$ cat src/rtl/mips_ctrl_pkg.sv
// mips_ctrl_pkg: state codes, opcode/funct constants and ALU operation codes for multicycle_ctrl.
// Latency: n/a (declarations only).
// Backpressure: n/a. Optional macro CTRL_ILLEGAL_TRAP_EN adds the TRAP state code.
package mips_ctrl_pkg;

  typedef enum logic [3:0] {
    ST_FETCH    = 4'd0,
    ST_DECODE   = 4'd1,
    ST_MEM_ADDR = 4'd2,
    ST_MEM_RD   = 4'd3,
    ST_MEM_WB   = 4'd4,
    ST_MEM_WR   = 4'd5,
    ST_EXEC_R   = 4'd6,
    ST_ALU_WB   = 4'd7,
    ST_EXEC_I   = 4'd8,
    ST_IMM_WB   = 4'd9,
    ST_BRANCH   = 4'd10,
    ST_JUMP     = 4'd11
`ifdef CTRL_ILLEGAL_TRAP_EN
    , ST_TRAP   = 4'd12
`endif
  } state_e;

  // Operation class selected by the FSM; alu_decode turns it into an ALU code
  typedef enum logic [1:0] {
    ALUC_ADD   = 2'd0,
    ALUC_SUB   = 2'd1,
    ALUC_FUNCT = 2'd2,
    ALUC_IMM   = 2'd3
  } alu_cls_e;

  localparam logic [5:0] OP_RTYPE = 6'h00;
  localparam logic [5:0] OP_J     = 6'h02;
  localparam logic [5:0] OP_BEQ   = 6'h04;
  localparam logic [5:0] OP_BNE   = 6'h05;
  localparam logic [5:0] OP_ADDI  = 6'h08;
  localparam logic [5:0] OP_SLTI  = 6'h0A;
  localparam logic [5:0] OP_ANDI  = 6'h0C;
  localparam logic [5:0] OP_ORI   = 6'h0D;
  localparam logic [5:0] OP_LW    = 6'h23;
  localparam logic [5:0] OP_SW    = 6'h2B;

  localparam logic [5:0] FN_ADD  = 6'h20;
  localparam logic [5:0] FN_ADDU = 6'h21;
  localparam logic [5:0] FN_SUB  = 6'h22;
  localparam logic [5:0] FN_SUBU = 6'h23;
  localparam logic [5:0] FN_AND  = 6'h24;
  localparam logic [5:0] FN_OR   = 6'h25;
  localparam logic [5:0] FN_NOR  = 6'h27;
  localparam logic [5:0] FN_SLT  = 6'h2A;

  localparam logic [3:0] ALU_AND = 4'h0;
  localparam logic [3:0] ALU_OR  = 4'h1;
  localparam logic [3:0] ALU_ADD = 4'h2;
  localparam logic [3:0] ALU_SUB = 4'h6;
  localparam logic [3:0] ALU_SLT = 4'h7;
  localparam logic [3:0] ALU_NOR = 4'hC;

  // States that issue a memory request and wait for mem_ready
  function automatic logic is_access_state(input state_e s);
    return (s == ST_FETCH) || (s == ST_MEM_RD) || (s == ST_MEM_WR);
  endfunction

  // Opcodes whose immediate is sign extended; logical immediates zero extend
  function automatic logic is_sext_op(input logic [5:0] op);
    return (op == OP_LW) || (op == OP_SW) || (op == OP_BEQ) ||
           (op == OP_BNE) || (op == OP_ADDI) || (op == OP_SLTI);
  endfunction

endpackage

$ cat src/rtl/multicycle_ctrl_alu_decode.sv
// alu_decode: maps the FSM's operation class plus opcode/funct to an ALU operation code.
// Latency: purely combinational, zero cycles.
// Backpressure: none; output follows inputs every cycle.
module alu_decode
  import mips_ctrl_pkg::*;
#(
  parameter int ALUOP_W = 4
) (
  input  alu_cls_e           i_cls,
  input  logic [5:0]         i_opcode,
  input  logic [5:0]         i_funct,
  output logic [ALUOP_W-1:0] o_alu_op
);

  logic [3:0] w_op;

  // Pick the ALU code: fixed add/sub, R-type funct field, or I-type opcode
  always_comb begin
    w_op = ALU_ADD;
    case (i_cls)
      ALUC_ADD: w_op = ALU_ADD;
      ALUC_SUB: w_op = ALU_SUB;
      ALUC_FUNCT: begin
        case (i_funct)
          FN_ADD, FN_ADDU: w_op = ALU_ADD;
          FN_SUB, FN_SUBU: w_op = ALU_SUB;
          FN_AND:          w_op = ALU_AND;
          FN_OR:           w_op = ALU_OR;
          FN_NOR:          w_op = ALU_NOR;
          FN_SLT:          w_op = ALU_SLT;
          default:         w_op = ALU_ADD;
        endcase
      end
      ALUC_IMM: begin
        case (i_opcode)
          OP_SLTI: w_op = ALU_SLT;
          OP_ANDI: w_op = ALU_AND;
          OP_ORI:  w_op = ALU_OR;
          default: w_op = ALU_ADD;
        endcase
      end
      default: w_op = ALU_ADD;
    endcase
  end

  assign o_alu_op = ALUOP_W'(w_op);

endmodule

$ cat src/rtl/multicycle_ctrl.sv
// multicycle_ctrl: Moore FSM sequencing a multicycle MIPS-subset datapath (optional macro CTRL_ILLEGAL_TRAP_EN).
// Latency: zero-wait memory gives R/I-type 4 cycles, LW 5, SW 4, branch/jump 3.
// Backpressure: memory stalls through mem_ready; after WAIT_MAX ready-low cycles the access aborts to FETCH and sets sticky bus_err.
module multicycle_ctrl
  import mips_ctrl_pkg::*;
#(
  parameter int WAIT_MAX = 15,
  parameter int ALUOP_W  = 4
) (
  input  logic               clk,
  input  logic               rst,
  input  logic [5:0]         opcode,
  input  logic [5:0]         funct,
  input  logic               zero,
  input  logic               mem_ready,
  output logic               pc_we,
  output logic               ir_we,
  output logic               iord,
  output logic               mem_rd,
  output logic               mem_wr,
  output logic               reg_we,
  output logic               reg_dst,
  output logic               mem_to_reg,
  output logic               alu_src_a,
  output logic               ext_sel,
  output logic [1:0]         pc_src,
  output logic [1:0]         alu_src_b,
  output logic [ALUOP_W-1:0] alu_op,
  output logic               bus_err,
  output logic [3:0]         state
`ifdef CTRL_ILLEGAL_TRAP_EN
  ,
  output logic               illegal
`endif
);

  localparam int CNT_W = $clog2(WAIT_MAX + 1);

  state_e           r_state;
  state_e           w_next;
  logic             r_boot;
  logic [CNT_W-1:0] r_wait_cnt;
  logic             r_bus_err;
  logic             w_access;
  logic             w_done;
  logic             w_timeout;
  alu_cls_e         w_alu_cls;

  // The cycle right after reset issues nothing, so no strobe can fire before the FSM settles
  assign w_access  = is_access_state(r_state) && !r_boot;
  assign w_done    = w_access && mem_ready;
  assign w_timeout = w_access && !mem_ready && (r_wait_cnt == CNT_W'(WAIT_MAX));

  // State register plus the one-cycle post-reset idle flag
  always_ff @(posedge clk) begin
    if (rst) begin
      r_state <= ST_FETCH;
      r_boot  <= 1'b1;
    end else begin
      r_state <= w_next;
      r_boot  <= 1'b0;
    end
  end

  // Wait counter: counts ready-low cycles of the current access, zero everywhere else
  always_ff @(posedge clk) begin
    if (rst) begin
      r_wait_cnt <= '0;
    end else if (w_access && !mem_ready && !w_timeout) begin
      r_wait_cnt <= r_wait_cnt + CNT_W'(1);
    end else begin
      r_wait_cnt <= '0;
    end
  end

  // Sticky timeout flag, cleared only by reset
  always_ff @(posedge clk) begin
    if (rst) begin
      r_bus_err <= 1'b0;
    end else if (w_timeout) begin
      r_bus_err <= 1'b1;
    end
  end

  // Next-state decode
  always_comb begin
    w_next = r_state;
    case (r_state)
      ST_FETCH: begin
        if (w_done) begin
          w_next = ST_DECODE;
        end
      end
      ST_DECODE: begin
        case (opcode)
          OP_RTYPE:                          w_next = ST_EXEC_R;
          OP_LW, OP_SW:                      w_next = ST_MEM_ADDR;
          OP_BEQ, OP_BNE:                    w_next = ST_BRANCH;
          OP_ADDI, OP_SLTI, OP_ANDI, OP_ORI: w_next = ST_EXEC_I;
          OP_J:                              w_next = ST_JUMP;
`ifdef CTRL_ILLEGAL_TRAP_EN
          default:                           w_next = ST_TRAP;
`else
          default:                           w_next = ST_FETCH;
`endif
        endcase
      end
      ST_MEM_ADDR: w_next = (opcode == OP_SW) ? ST_MEM_WR : ST_MEM_RD;
      ST_MEM_RD: begin
        if (w_timeout) begin
          w_next = ST_FETCH;
        end else if (w_done) begin
          w_next = ST_MEM_WB;
        end
      end
      ST_MEM_WR: begin
        if (w_timeout || w_done) begin
          w_next = ST_FETCH;
        end
      end
      ST_MEM_WB: w_next = ST_FETCH;
      ST_EXEC_R: w_next = ST_ALU_WB;
      ST_ALU_WB: w_next = ST_FETCH;
      ST_EXEC_I: w_next = ST_IMM_WB;
      ST_IMM_WB: w_next = ST_FETCH;
      ST_BRANCH: w_next = ST_FETCH;
      ST_JUMP:   w_next = ST_FETCH;
`ifdef CTRL_ILLEGAL_TRAP_EN
      ST_TRAP:   w_next = ST_TRAP;
`endif
      default:   w_next = ST_FETCH;
    endcase
  end

  // Output decode from state; strobes in FETCH/BRANCH also look at mem_ready/zero
  always_comb begin
    pc_we      = 1'b0;
    ir_we      = 1'b0;
    iord       = 1'b0;
    mem_rd     = 1'b0;
    mem_wr     = 1'b0;
    reg_we     = 1'b0;
    reg_dst    = 1'b0;
    mem_to_reg = 1'b0;
    alu_src_a  = 1'b0;
    alu_src_b  = 2'd0;
    pc_src     = 2'd0;
    w_alu_cls  = ALUC_ADD;
    case (r_state)
      ST_FETCH: begin
        alu_src_b = 2'd1;
        mem_rd    = !r_boot;
        ir_we     = w_done;
        pc_we     = w_done;
      end
      ST_DECODE: alu_src_b = 2'd3;
      ST_MEM_ADDR: begin
        alu_src_a = 1'b1;
        alu_src_b = 2'd2;
      end
      ST_MEM_RD: begin
        mem_rd = 1'b1;
        iord   = 1'b1;
      end
      ST_MEM_WB: begin
        reg_we     = 1'b1;
        mem_to_reg = 1'b1;
      end
      ST_MEM_WR: begin
        mem_wr = 1'b1;
        iord   = 1'b1;
      end
      ST_EXEC_R: begin
        alu_src_a = 1'b1;
        w_alu_cls = ALUC_FUNCT;
      end
      ST_ALU_WB: begin
        reg_we  = 1'b1;
        reg_dst = 1'b1;
      end
      ST_EXEC_I: begin
        alu_src_a = 1'b1;
        alu_src_b = 2'd2;
        w_alu_cls = ALUC_IMM;
      end
      ST_IMM_WB: reg_we = 1'b1;
      ST_BRANCH: begin
        alu_src_a = 1'b1;
        pc_src    = 2'd1;
        w_alu_cls = ALUC_SUB;
        pc_we     = (opcode == OP_BNE) ? !zero : zero;
      end
      ST_JUMP: begin
        pc_we  = 1'b1;
        pc_src = 2'd2;
      end
      default: ;
    endcase
  end

  assign ext_sel = is_sext_op(opcode);
  assign bus_err = r_bus_err;
  assign state   = r_state;
`ifdef CTRL_ILLEGAL_TRAP_EN
  assign illegal = (r_state == ST_TRAP);
`endif

  alu_decode #(
    .ALUOP_W (ALUOP_W)
  ) u_alu_decode (
    .i_cls    (w_alu_cls),
    .i_opcode (opcode),
    .i_funct  (funct),
    .o_alu_op (alu_op)
  );

endmodule

$ cat config.mk
export PLATFORM = sky130hd
export DESIGN_NAME = multicycle_ctrl
export DESIGN_NICKNAME = d
export VERILOG_FILES = /design/src/rtl/mips_ctrl_pkg.sv /design/src/rtl/multicycle_ctrl_alu_decode.sv /design/src/rtl/multicycle_ctrl.sv
export SDC_FILE = /design/constraint.sdc
export NUM_CORES = 1
export LEC_CHECK = 0
export ABC_CLOCK_PERIOD_IN_PS = 3190
export BUFFER_PORTS_ARGS = -buffer_cell sky130_fd_sc_hd__buf_2
export CAP_MARGIN = 20
export CORE_AREA = 4 4 57 44
export DETAILED_ROUTE_END_ITERATION = 16
export DIE_AREA = 0 0 61 48
export HOLD_SLACK_MARGIN = 0.06
export PLACE_DENSITY = 0.9
export SETUP_SLACK_MARGIN = 0.4
export SLEW_MARGIN = 20
export SYNTH_ARGS = -nofsm -noshare
export SYNTH_HDL_FRONTEND = slang
export SYNTH_SLANG_ARGS = --single-unit
$ cat constraint.sdc
create_clock -name clk -period 3.19 [get_ports clk]
set_input_delay 0.638 -clock clk [delete_from_list [all_inputs] [get_ports clk]]
set_output_delay 0.638 -clock clk [all_outputs]
set_load 0.005 [all_outputs]
---- After elaboration in Yosys (flattened, before gate mapping) ----
Index checks and enable logic that the tools add are counted.
operators by class
  add/subtract/negate cells ............... 1
  equality and inequality tests ........... 33
  reductions and logical operators ........ 30
  bitwise operators ....................... 1
  multiplexer cells ....................... 24
operators with widths
  operator               number
  $eq A6 B6 Y1 const B   8
  $pmux W4 S5            2
  $pmux W4 S7            1
  $eq A6 B4 Y1 const B   4
  $eq A4 B4 Y1 const B   5
  $eq A4 B3 Y1 const B   4
  $mux W4                4
  $pmux W4 S4            1
  $eq A6 B3 Y1 const B   2
  $pmux W2 S3            2
  $reduce_or A2 Y1       6
  $mux W1                9
  $pmux W3 S3            1
  $eq A4 B2 Y1 const B   2
  $logic_or A1 B1 Y1     8
  $reduce_or A4 Y1       2
  $eq A6 B2 Y1 const B   1
  $logic_not A6 Y1       1
  $logic_and A1 B1 Y1    5
  $add A4 B1 Y4 const B  1
  $eq A2 B2 Y1 const B   2
  $eq A4 B1 Y1 const B   1
  $logic_not A1 Y1       4
  $logic_not A4 Y1       1
  other kinds (12)       12
storage, ports and cells
  register bits after elaboration ......... 10
  word-level logic and storage cells ...... 93
  input bits .............................. 16
  output and inout bits ................... 23

---- Depth between registers and ports, before layout ----
Gate-level depths: netlist of the first run.
  depth in word-level cells ............... 10
  gate-level depth with buffers ........... 7
  mapped depth without buffers ............ 6

---- Hierarchy ----
Synthesis of the first run repeated with hierarchy kept, for this count alone.
second synthesis, totals
  cell total of the unflattened synthesis .. 135
  area total of the unflattened synthesis .. 1001.0 µm²
by module, submodules not included
  module           times used  cells an instance  area each (µm²)
  multicycle_ctrl  1           114                845.8
  alu_decode       1           21                 155.1

---- Worst setup path after synthesis of the first run ----
No wires, ideal clock.
  kind .................................... input to output
  start ................................... in opcode[5]
  end ..................................... out alu_op[1]
  data arrival time ....................... 1467 ps
  slack ................................... 1085 ps
  data required time ...................... 2552 ps
  stages .................................. 4
  cell sequence ........................... clkbuf_1 > nor4_1 > a31oi_1 > or3_1
between the ends
  cells in the longest elaborated chain, start to end .. 3
ends and longest elaborated chain
  what                RTL line                          text
  start: declaration  multicycle_ctrl.sv:12             input logic [5:0] opcode,
  $eq A6 B4 Y1        multicycle_ctrl_alu_decode.sv:35  case (i_opcode)
  $pmux W3 S3 *       multicycle_ctrl_alu_decode.sv:35
  $pmux W4 S4 *       multicycle_ctrl_alu_decode.sv:20  case (i_cls)
  end: declaration    multicycle_ctrl.sv:28             output logic [ALUOP_W-1:0] alu_op,
Every way passes the cells marked *; elsewhere a longest branch is shown, timed or not.

---- Worst setup path in the final report of the first run ----
  start ................................... reg r_state[1] (netlist: state[1])
  end ..................................... out alu_op[1]
between the ends
  cells in the longest elaborated chain, start to end .. 4
ends and longest elaborated chain
  what                                                 RTL line                          text
  start: declaration                                   multicycle_ctrl.sv:39             state_e r_state;
  start signal: assignment                             multicycle_ctrl.sv:60             r_state <= w_next;
  $eq A4 B4 Y1 / $eq A4 B3 Y1 (equally long branches)  multicycle_ctrl.sv:149            case (r_state)
  $pmux W2 S3 *                                        multicycle_ctrl.sv:149
  $eq A2 B2 Y1 (tied with other cells)                 multicycle_ctrl_alu_decode.sv:20
  $pmux W4 S4 *                                        multicycle_ctrl_alu_decode.sv:20
Marked as above.

==> results of run 1 <==
stage by stage:
| step | total power, W | hold WS, ns | setup WS, ns | cells | cell area (um^2) |
|---|---|---|---|---|---|
| after global placement | 0.0006439 | 0.4276 | 0.7720 | 196 | 1137 |
| after floorplan | 0.0005346 | 0.4179 | 1.085 | 142 | 952.2 |
| after detailed placement | 0.0006546 | 0.4410 | 0.6406 | 196 | 1137 |
| final | 0.0007491 | 0.4420 | 0.5623 | 199 | 1169 |
| after global routing | 0.0008127 | 0.4759 | 0.4398 | 199 | 1169 |
| after CTS | 0.0007458 | 0.4500 | 0.5365 | 199 | 1162 |
metal layers:
layer  share of wire (%)  vias to the layer above
li1                    -                      572
met1                  43                      524
met2                  46                       68
met3                 9.7                        5
met4                 1.1                        0
met5                   0                        -
worst register-to-register path, stage by stage, from the launching register on:
cell and delay (ns):
dfxtp_1 0.40, buf_4 0.23, or4_4 0.56, a21o_1 0.21, a211oi_4 0.30, nor2_1 0.09, a221oi_2 0.23
sequential cells by signal (all words and copies together), names as in the netlist:
name	cells
r_boot	1
state	4
bus_err	1
r_wait_cnt	4
final cells by class:
type | count | area, um^2
well taps | 24 | 30.03
clock buffers | 3 | 22.52
repair buffers | 39 | 197.7
fillers | 197 | 828.3
multi-input cells | 118 | 696.9
inverters | 5 | 18.77
flip-flops and latches | 10 | 202.7
layout by cell type (no fill, tap or decap), types with 2 or more instances in the layout:
master,Yosys,layout
buf_2,1,38
nor2_1,32,32
nand2_1,10,10
a21oi_1,9,9
nor3_1,8,8
dfxtp_1,10,8
nand2b_1,7,7
o21ai_0,5,5
nand3_1,5,5
inv_1,5,5
a211oi_1,4,4
xor2_1,3,3
nor2b_1,3,3
nor4_1,3,3
clkbuf_4,0,3
nor3b_1,2,2
o32ai_1,2,2
a31oi_1,2,2
or3_1,2,2
o31ai_1,2,2
dfxtp_2,0,2
what timing repair did:
item	in CTS	in global routing
endpoints found under the setup margin	1	1
resized for setup	2	1
endpoints found under the hold margin	0	0
logic make-up (layout without fill, tap and decap cells):
family                     after synthesis  in the layout  share of synthesized area (%)
muxes                                    1              1                          1.183
AOI/OAI and AO/OA                       32             32                          24.05
DFF                                     10             10                          21.02
adders and majority gates                1              1                          1.314
buffers and inverters                   14             47                          6.438
and+or+nand+nor                         80             80                          42.31
xor gates and xnor gates                 4              4                          3.680
final timing paths:
check	to	slack (ns)	cells after the start
setup / recovery	alu_op[1]	0.56	6
hold / removal	r_wait_cnt[0]	0.44	1
setup reg to reg	state[1]	1.07	6
hold reg to reg	r_wait_cnt[0]	0.44	1
report_power, final:
group | switching [W] | internal, W
clock network | 0.0000449 | 0.0000438
registers | 0.0000792 | 0.000148
logic | 0.000229 | 0.000204
total | 0.000353 | 0.000396
cell usage after synthesis (2+ instances only):
| library cell | instances | area, um^2 |
|---|---|---|
| nor2_1 | 32 | 120.1 |
| dfxtp_1 | 10 | 200.2 |
| nand2_1 | 10 | 37.54 |
| a21oi_1 | 9 | 45.04 |
| nor3_1 | 8 | 40.04 |
| nand2b_1 | 7 | 43.79 |
| clkbuf_1 | 6 | 22.52 |
| inv_1 | 5 | 18.77 |
| nand3_1 | 5 | 25.02 |
| o21ai_0 | 5 | 25.02 |
| a211oi_1 | 4 | 30.03 |
| nor2b_1 | 3 | 18.77 |
| nor4_1 | 3 | 18.77 |
| xor2_1 | 3 | 26.28 |
| a31oi_1 | 2 | 12.51 |
| nor3b_1 | 2 | 15.01 |
| o31ai_1 | 2 | 15.01 |
| o32ai_1 | 2 | 17.52 |
| or3_1 | 2 | 12.51 |
==> results by group, run 1 <==
Layout
  • Layout cell share with drive strength beyond 1: 28.57%
  • Number of diodes: 0
  • NumNets Final: 194
  • Syn-to-layout area delta: 22.73%
  • Fin util: 58.52%

Floorplan
  • Num ports: 39
  • Full die area: 2928 um^2
  • Site row count: 14
  • Die span in y: 48 um
  • Die Width: 61 um
  • Placeable Area: 1997 um^2
  • Initial Util: 47.68%

Timing
  • Fin Setup TNS: 0 ns
  • Fmax: 380.6 MHz
  • Final Hold Vio Count: 0
  • Final Setup Violations: 0
  • Skew final: 0.003937 ns
  • Slew HR: 57.11%
  • Measured slew at the worst slew-check pin: 0.6424 ns
  • Final Critical Period: 2.628 ns
  • Fin. max-slew vios: 0
  • Unrepaired setup endpoints after global routing: no
  • Period utilisation layout: 82.37%

Synthesis
  • Synthesized instance count: 142
  • Ys flop type: dfxtp_1
  • Synth unique cells: 41
  • Synth Cell Area: 952.2 um^2
  • Register bit count reported by yosys: 10
  • Seq/Total Area, Yosys: 21.02%
  • Avg Cell Area, Syn: 6.705 um^2
  • Post-synth EDFFs: 0
  • Fraction of registers with async set or reset after synthesis: 0%
  • Synth Warn #: 0
  • Syn nets: 159

Worst hold path
  • Worst min-delay path category: flop to flop
  • Worst hold start: r_wait_cnt[0]

Routing
  • DR pass1 iterations: 4
  • WL final: 2635 um
  • 1st-iter DRT viols: 104
  • Detail Route Antenna Nets: 0
  • Vias per cell: 5.874
  • Via count: 1169
  • Routed length per instance: 13.24 um
  • Residual DRC: 0

Critical path
  • Worst setup SP type: flop
  • CP top delay family: simple AND/OR/NAND/NOR gates
  • Crit path max fanout: 18
  • CP Data Arrival Time: 1.99 ns
  • Slowest stage delay, CP: 0.49 ns
  • Worst reg2reg startpoint: state[3]
  • Critical path endpoint category: output pin
  • Critical Path Start: state[1]
  • Worst endpoint required time: 2.55 ns
  • Crit-path cells: nand2_1, nor3_4, and3b_1, a31oi_1, or3_1, buf_2
  • WS Path Type: flop to output pin
  • Worst path slowest cell: dfxtp_2
  • CP bufs+invs: 1

Clock network
  • Worst skew pair latency: 0.28 ns
  • Hold_buf cts: 0
  • TritonCTS clock tree: yes
  • Clock transition at path regs: 0.06 ns
  • CTS max path bufs: 2
  • H-tree depth: 1
  • CTS Buf Count: 3
  • Postcts setup bufs: 0
  • Clock sinks: 10
  • Root Buffer: clkbuf_4

Global route
  • Met3 usage: 4.313%
  • Global routing's busiest layer: met2
  • First-pass GRT wire length: 3939 um
  • Met2 Use GR: 29.64%
  • Vias in the first global route: 917
  • Total Routing Usage GR: 18.22%
  • Largest net degree at the start of global routing: 20
  • Gr ovfl total: 0
  • Antenna violations before repair: 0
  • GRT met1 Usage: 23.46%

Place
  • GPL Wtd Cong: 0.8593
  • Port Buffers: 38
  • Detailed Place HPWL: 2055 um

Flow run
  • Max Cap Violations: 0

Pwr
  • Power density cells: 641.0 nW/um^2
  • Lkg Pwr: 0.5056 nW
  • Peak VDD IR: 0.4430 mV

Run status
  • Status: completed
Power figures use the tool's default switching activity.
==> run 2, diff against run 1 <==
- ABC_AREA: default -> 1
- ABC_CLOCK_PERIOD_IN_PS: 3190 -> 2240
- CORE_AREA: 4 4 57 44 -> 4 4 61 46
- DIE_AREA: 0 0 61 48 -> 0 0 65 50
- PLACE_DENSITY: 0.9 -> 0.82
- clock period: 3.19 -> 2.24 ns (I/O delays scaled with it)
==> results by group, run 2 <==
Critical path
  • CP Data Arrival Time: 1.42 ns (-0.57 ns)
  • Slowest stage delay, CP: 0.40 ns (-0.09 ns)
  • WS Path Type: flop to output pin
  • Worst endpoint required time: 1.79 ns (-0.76 ns)
  • Worst path slowest cell: dfxtp_4
  • Worst setup SP type: flop
  • CP top delay family: flip-flops
  • CP bufs+invs: 4 (+3)
  • Crit path max fanout: 4 (-14)
  • Crit-path cells: inv_4, nor2_4, inv_2, nor2_4, inv_2, a21oi_1, o21ai_1, nand2_1, buf_2
  • Critical path endpoint category: output pin

Layout
  • Most frequent cells in the layout: buf_2, nand2_1, nor2_1, inv_1, nand3_1
  • NumNets Final: 231 (+19%)
  • Multi-input logic area: 666.9 um^2 (-4.3%)
  • Commonest non-fill, non-tap cell in the layout: buf_2
  • Number of diodes: 0 (unchanged)
  • Fillers: 196 (-0.51%)
  • Area taken by flip-flops and latches: 215.2 um^2 (+6.2%)
  • Fin util: 62.37% (+3.8 points)
  • Fin area: 1344 um^2 (+15%)
  • Layout cell share with drive strength beyond 1: 39.44% (+11 points)
  • Syn-to-layout area delta: 50.21%

Timing
  • Final Critical Period: 1.873 ns
  • Final Setup Violations: 0 (unchanged)
  • Fin Setup TNS: 0 ns (unchanged)
  • Period utilisation layout: 83.61%
  • Fin. max-slew vios: 0 (unchanged)
  • Measured slew at the worst slew-check pin: 0.2947 ns (-0.3477 ns)
  • Fmax: 533.9 MHz
  • Unrepaired setup endpoints after global routing: yes
  • Slew HR: 80.28% (+23 points)
  • Final Hold Vio Count: 0 (unchanged)
  • Skew final: 0.004724 ns (+0.0007872 ns)
  • Final WS setup: 0.3672 ns (-0.1951 ns)

Pwr
  • Peak VDD IR: 0.2670 mV (-40%)
  • Power Internal: 0.0005201 W (+31%)
  • Power density cells: 709.8 nW/um^2 (+11%)
  • Share of power burned in registers: 26.5% (-3.9 points)
  • Lkg Pwr: 0.7736 nW (+53%)
  • Switching power share of the total: 45.47% (-1.6 points)
  • Clock power frac: 17.7% (+5.9 points)
  • Comb pwr share: 55.8% (-2.0 points)
  • Net Switching: 0.0004337 W (+23%)

Clock network
  • Worst skew pair latency: 0.28 ns (about the same)
  • Clock sinks: 10 (unchanged)
  • TritonCTS clock tree: yes
  • H-tree depth: 1 (unchanged)
  • Clock transition at path regs: 0.06 ns (about the same)
  • CTS Buf Count: 3 (unchanged)
  • CTS max path bufs: 2 (unchanged)
  • Root Buffer: clkbuf_4

Run status
  • Status: completed

Floorplan
  • Num ports: 39 (unchanged)
  • Die Width: 65 um (+6.6%)
  • Die span in y: 50 um (+4.2%)
  • Initial Util: 41.52% (-6.2 points)
  • Placeable Area: 2155 um^2 (+7.9%)
  • Full die area: 3250 um^2 (+11%)
  • Site row count: 14 (unchanged)

Synthesis
  • Synthesized instance count: 163 (+15%)
  • Synth unique cells: 22 (-46%)
  • Register bit count reported by yosys: 10 (unchanged)
  • Synth Warn #: 0 (unchanged)
  • Post-synth EDFFs: 0 (unchanged)
  • Synth Cell Area: 894.6 um^2 (-6.0%)
  • Syn nets: 180 (+13%)
  • Top area cells in the synthesized netlist: dfxtp_1, nand2_1, nor2_1, inv_1, nand3_1
  • Avg Cell Area, Syn: 5.488 um^2 (-18%)
  • Fraction of registers with async set or reset after synthesis: 0% (unchanged)
  • Ys flop type: dfxtp_1
  • Seq/Total Area, Yosys: 22.38% (+1.4 points)
  • Post-synth top area share: 22.38% (+1.4 points)
  • Count leader, synth: nand2_1
  • Top cells by count, synth: nand2_1, nor2_1, inv_1, nand3_1, dfxtp_1
  • Yosys top cell by area: dfxtp_1

Routing
  • Residual DRC: 0 (unchanged)
  • WL final: 2827 um (+7.3%)
  • Detail Route Antenna Nets: 0 (unchanged)
  • Routed length per instance: 11.54 um (-13%)
  • Via count: 1193 (+2.1%)
  • DR pass1 iterations: 4 (unchanged)
  • 1st-iter DRT viols: 74 (-29%)
  • Vias per cell: 4.869 (-17%)

Place
  • Pre-CTS setup slack: 0.2655 ns (-0.3751 ns)
  • Post-DP Area: 1125 um^2 (-1.1%)
  • Port Buffers: 38 (unchanged)
  • Detailed Place HPWL: 1936 um (-5.8%)
  • GPL Wtd Cong: 0.8020 (-6.7%)

Worst hold path
  • Worst min-delay path category: primary input to flop

Global route
  • Total Routing Usage GR: 16.34% (-1.9 points)
  • Largest net degree at the start of global routing: 8 (-60%)
  • Antenna violations before repair: 0 (unchanged)
  • First-pass GRT wire length: 4126 um (+4.7%)
  • Vias in the first global route: 944 (+2.9%)
  • Gr ovfl total: 0 (unchanged)

Flow run
  • Max Cap Violations: 0 (unchanged)
run 2: cell types whose count changed after synthesis, moves of 7 or more:
cell      before  now
inv_1          5   30
nand2_1       10   36
nand2b_1       7    0
nand3_1        5   14
nand4_1        0    9
run 2: logic make-up after synthesis:
logic type | synth area share [%]
simple gates | 53.71
buf+inv | 13.43
compound gates | 7.133
flops | 22.38
xor+xnor | 1.958
fa+ha+maj | 1.398
run 2: worst paths after layout:
path                               start  endpoint  slack [ns]  cells after the start
worst max-delay path            state[3]     pc_we        0.37                      9
worst max register to register  state[0]  state[2]        0.79                     11
worst min register to register   bus_err   bus_err        0.46                      2
worst min-delay path                 rst    r_boot        0.34                      1
run 2: layout make-up:
cell class,instances,area share [%]
well taps,32,2.980
flip-flops and latches,10,16.01
clock buffers,4,2.700
multi-input cells,121,49.63
repair buffers,46,19.55
inverters,32,9.125
run 2: power by group through the flow:
stage	clock network (W)	registers, W	logic (W)
3_3_place_gp	0	0.000233	0.000427
2_1_floorplan	0	0.000230	0.000286
4_1_cts	0.000174	0.000247	0.000463
6_report	0.000169	0.000253	0.000532
5_1_grt	0.000183	0.000258	0.000588
3_5_place_dp	0	0.000233	0.000428
run 2: routing by layer:
layer	up-vias	part of all wire, %	global-route usage, %
met4	0	1.3	7.368
met5	-	0	0
met2	54	45	22.75
met1	517	47	22.78
li1	618	-	-
met3	4	6.9	4.773
run 2: timing repair:
| item | in CTS | in global routing |
|---|---|---|
| gates cloned | 0 | 0 |
| hold buffers | 0 | 0 |
| resized for setup | 20 | 21 |
| pin swaps | 3 | 3 |
| setup buffers | 6 | 2 |
| endpoints found under the setup margin | 9 | 9 |
run 2: through the flow:
| step | power (W) | cells | hold WS, ns |
|---|---|---|---|
| after detailed placement | 0.0006610 | 233 | 0.4419 |
| after floorplan | 0.0005162 | 163 | 0.4179 |
| after CTS | 0.0008845 | 243 | 0.3284 |
| after global routing | 0.001029 | 245 | 0.3263 |
| final | 0.0009538 | 245 | 0.3364 |
| after global placement | 0.0006597 | 233 | 0.4313 |
==> run 3, diff against run 2 <==
- ABC_CLOCK_PERIOD_IN_PS: 2240 -> 1600
- clock period: 2.24 -> 1.6 ns (I/O delays scaled with it)
==> results by group, run 3 (synthesized netlist as in run 2, its figures left out) <==
Routing
  • Via count: 1616 (+35%)
  • Routed length per instance: 18.89 um (+64%)
  • Metal3 WL: 663 um (+240%)
  • 1st-iter DRT viols: 224 (+200%)
  • WL final: 5177 um (+83%)
  • DRT met1 WL: 1797 um (+35%)
  • Met2 Wirelength: 2315 um (+83%)
  • Vias per cell: 5.898 (+21%)
  • Detail Route Antenna Nets: 0 (unchanged)
  • DR pass1 iterations: 5 (+1)
  • Residual DRC: 0 (unchanged)
  • Top sig layer: met4

Pwr
  • Power density cells: 1122 nW/um^2 (+58%)
  • Peak VDD IR: 0.5889 mV (+120%)
  • Lkg Pwr: 0.9751 nW (+26%)

Timing
  • Fin. max-slew vios: 0 (unchanged)
  • Measured slew at the worst slew-check pin: 0.4825 ns (+0.1878 ns)
  • Period utilisation layout: 114.5%
  • Fin Setup TNS: -1.562 ns (-1.562 ns)
  • Final Critical Period: 1.832 ns
  • Unrepaired setup endpoints after global routing: yes
  • Skew final: 0.003981 ns (-0.0007430 ns)
  • Fmax: 545.7 MHz
  • Slew HR: 67.71% (-13 points)
  • Final Setup Violations: 15 (+15)
  • Final Hold Vio Count: 0 (unchanged)
  • Final WS setup: -0.2324 ns (-0.5995 ns)

Run status
  • Status: finished with violations
  • Failing checks: negative setup slack

Layout
  • Layout cell share with drive strength beyond 1: 57.44% (+18 points)
  • Number of diodes: 0 (unchanged)
  • Fin area: 1769 um^2 (+32%)
  • Commonest non-fill, non-tap cell in the layout: buf_2
  • Most frequent cells in the layout: buf_2, buf_4, nand2_1
  • NumNets Final: 260 (+13%)
  • Syn-to-layout area delta: 97.76%
  • Final Non-Filler Cells: 274 (+12%)
  • Fillers: 115 (-41%)

Place
  • Post-DP Area: 1172 um^2 (+4.2%)
  • GPL Wtd Cong: 0.8123 (+1.3%)
  • Detailed Place HPWL: 2034 um (+5.1%)
  • Cells after DPL: 236 (+1.3%)
  • Port Buffers: 38 (unchanged)

Critical path
  • Worst setup SP type: flop
  • Slowest stage delay, CP: 0.43 ns (+0.03 ns)
  • WS Path Type: flop to output pin
  • Critical path endpoint category: output pin
  • Reg2reg setup slack: -0.10 ns (-0.89 ns)
  • R2r endpoint: state[0]
  • Crit-path cells: inv_6, nor2_4, buf_6, nand2_1, inv_2, nor2_1, o21ai_1, buf_2
  • Worst path slowest cell: dfxtp_4
  • Worst reg2reg startpoint: state[2]
  • Crit path max fanout: 4 (unchanged)
  • Worst Reg2Reg Path Length in Cells: 12 (+1)
  • CP Data Arrival Time: 1.51 ns (+0.09 ns)
  • Worst endpoint required time: 1.28 ns (-0.51 ns)

Clock network
  • H-tree depth: 1 (unchanged)
  • TritonCTS clock tree: yes
  • Worst skew pair latency: 0.28 ns (about the same)
  • CTS Buf Count: 3 (unchanged)
  • Root Buffer: clkbuf_4
  • Hold_buf cts: 0 (unchanged)
  • Clock sinks: 10 (unchanged)
  • CTS max path bufs: 2 (unchanged)
  • Clock transition at path regs: 0.07 ns (about the same)

Global route
  • Antenna violations before repair: 0 (unchanged)
  • Vias in the first global route: 1195 (+27%)
  • Total Routing Usage GR: 21.83% (+5.5 points)
  • Gr ovfl total: 0 (unchanged)
  • Largest net degree at the start of global routing: 8 (unchanged)
  • First-pass GRT wire length: 5333 um (+29%)

Worst hold path
  • Worst min-delay path category: primary input to flop
  • Worst hold start: rst
  • Endpoint, Worst Hold: r_boot
  • Worst hold path depth: 1 (unchanged)

Floorplan
  • Die Width: 65 um (unchanged)
  • Full die area: 3250 um^2 (unchanged)
  • Num ports: 39 (unchanged)
  • Placeable Area: 2155 um^2 (unchanged)
  • Die span in y: 50 um (unchanged)
  • Initial Util: 41.52% (unchanged)
  • Site row count: 14 (unchanged)

Flow run
  • Max Cap Violations: 0 (unchanged)
[run 3: how the worst max path moves through the flow]
stage,start,to,slack (ns),depth (start not counted)
global placement,opcode[5],pc_we,0.07,8
CTS,state[2],alu_op[1],-0.04,6
detailed placement,opcode[5],pc_we,0.03,8
floorplan,state[3],pc_we,0.29,8
finish,state[2],reg_we,-0.23,8
global route,funct[2],alu_op[2],-0.34,8
[run 3: layout make-up]
| class | instances | area [um^2] | area share (%) |
|---|---|---|---|
| multi-input combinational | 121 | 803.3 | 45.40 |
| timing repair buffer | 75 | 544.3 | 30.76 |
| sequential | 10 | 215.2 | 12.16 |
| inverter | 32 | 130.1 | 7.355 |
| tap | 32 | 40.04 | 2.263 |
| clock buffer | 4 | 36.28 | 2.051 |
[run 3: critical path: cells and delay by family (launching register included)]
family	cells	cell delay [ns]
flip-flops	1	0.43
buffers and inverters	4	0.39
AND/OR/NAND/NOR	3	0.29
AO/OA/AOI/OAI	1	0.13
[run 3: stage by stage]
stage / hold slack, ns / power [W] / setup slack (ns) / util [%]
3_5_place_dp: 0.4417 / 0.0009850 / 0.03047 / 54.41
2_1_floorplan: 0.3477 / 0.0007446 / 0.2949 / -
5_1_grt: 0.2316 / 0.002078 / -0.3355 / 82.11
6_report: 0.2242 / 0.001984 / -0.2324 / 82.11
3_3_place_gp: 0.4277 / 0.0009783 / 0.07306 / 54.41
4_1_cts: 0.2158 / 0.001378 / -0.04327 / 66.61
[run 3: power by group]
part / leakage, nW / switching (W) / internal (W)
sequential: 0.0844 / 0.0000802 / 0.000295
clock: 0.0210 / 0.000100 / 0.000139
combinational: 0.870 / 0.000724 / 0.000646
total: 0.975 / 0.000904 / 0.00108
[run 3: timing repair]
action	CTS	global route
gates resized for setup	34	48
buffers inserted	14	20
pin swaps	6	21
setup endpoints to repair	27	29
[run 3: layer usage]
| layer | global-route usage (%) | up-vias |
|---|---|---|
| met1 | 26.82 | 735 |
| li1 | - | 678 |
| met3 | 4.545 | 53 |
| met5 | 0 | - |
| met2 | 32.60 | 150 |
| met4 | 17.54 | 0 |
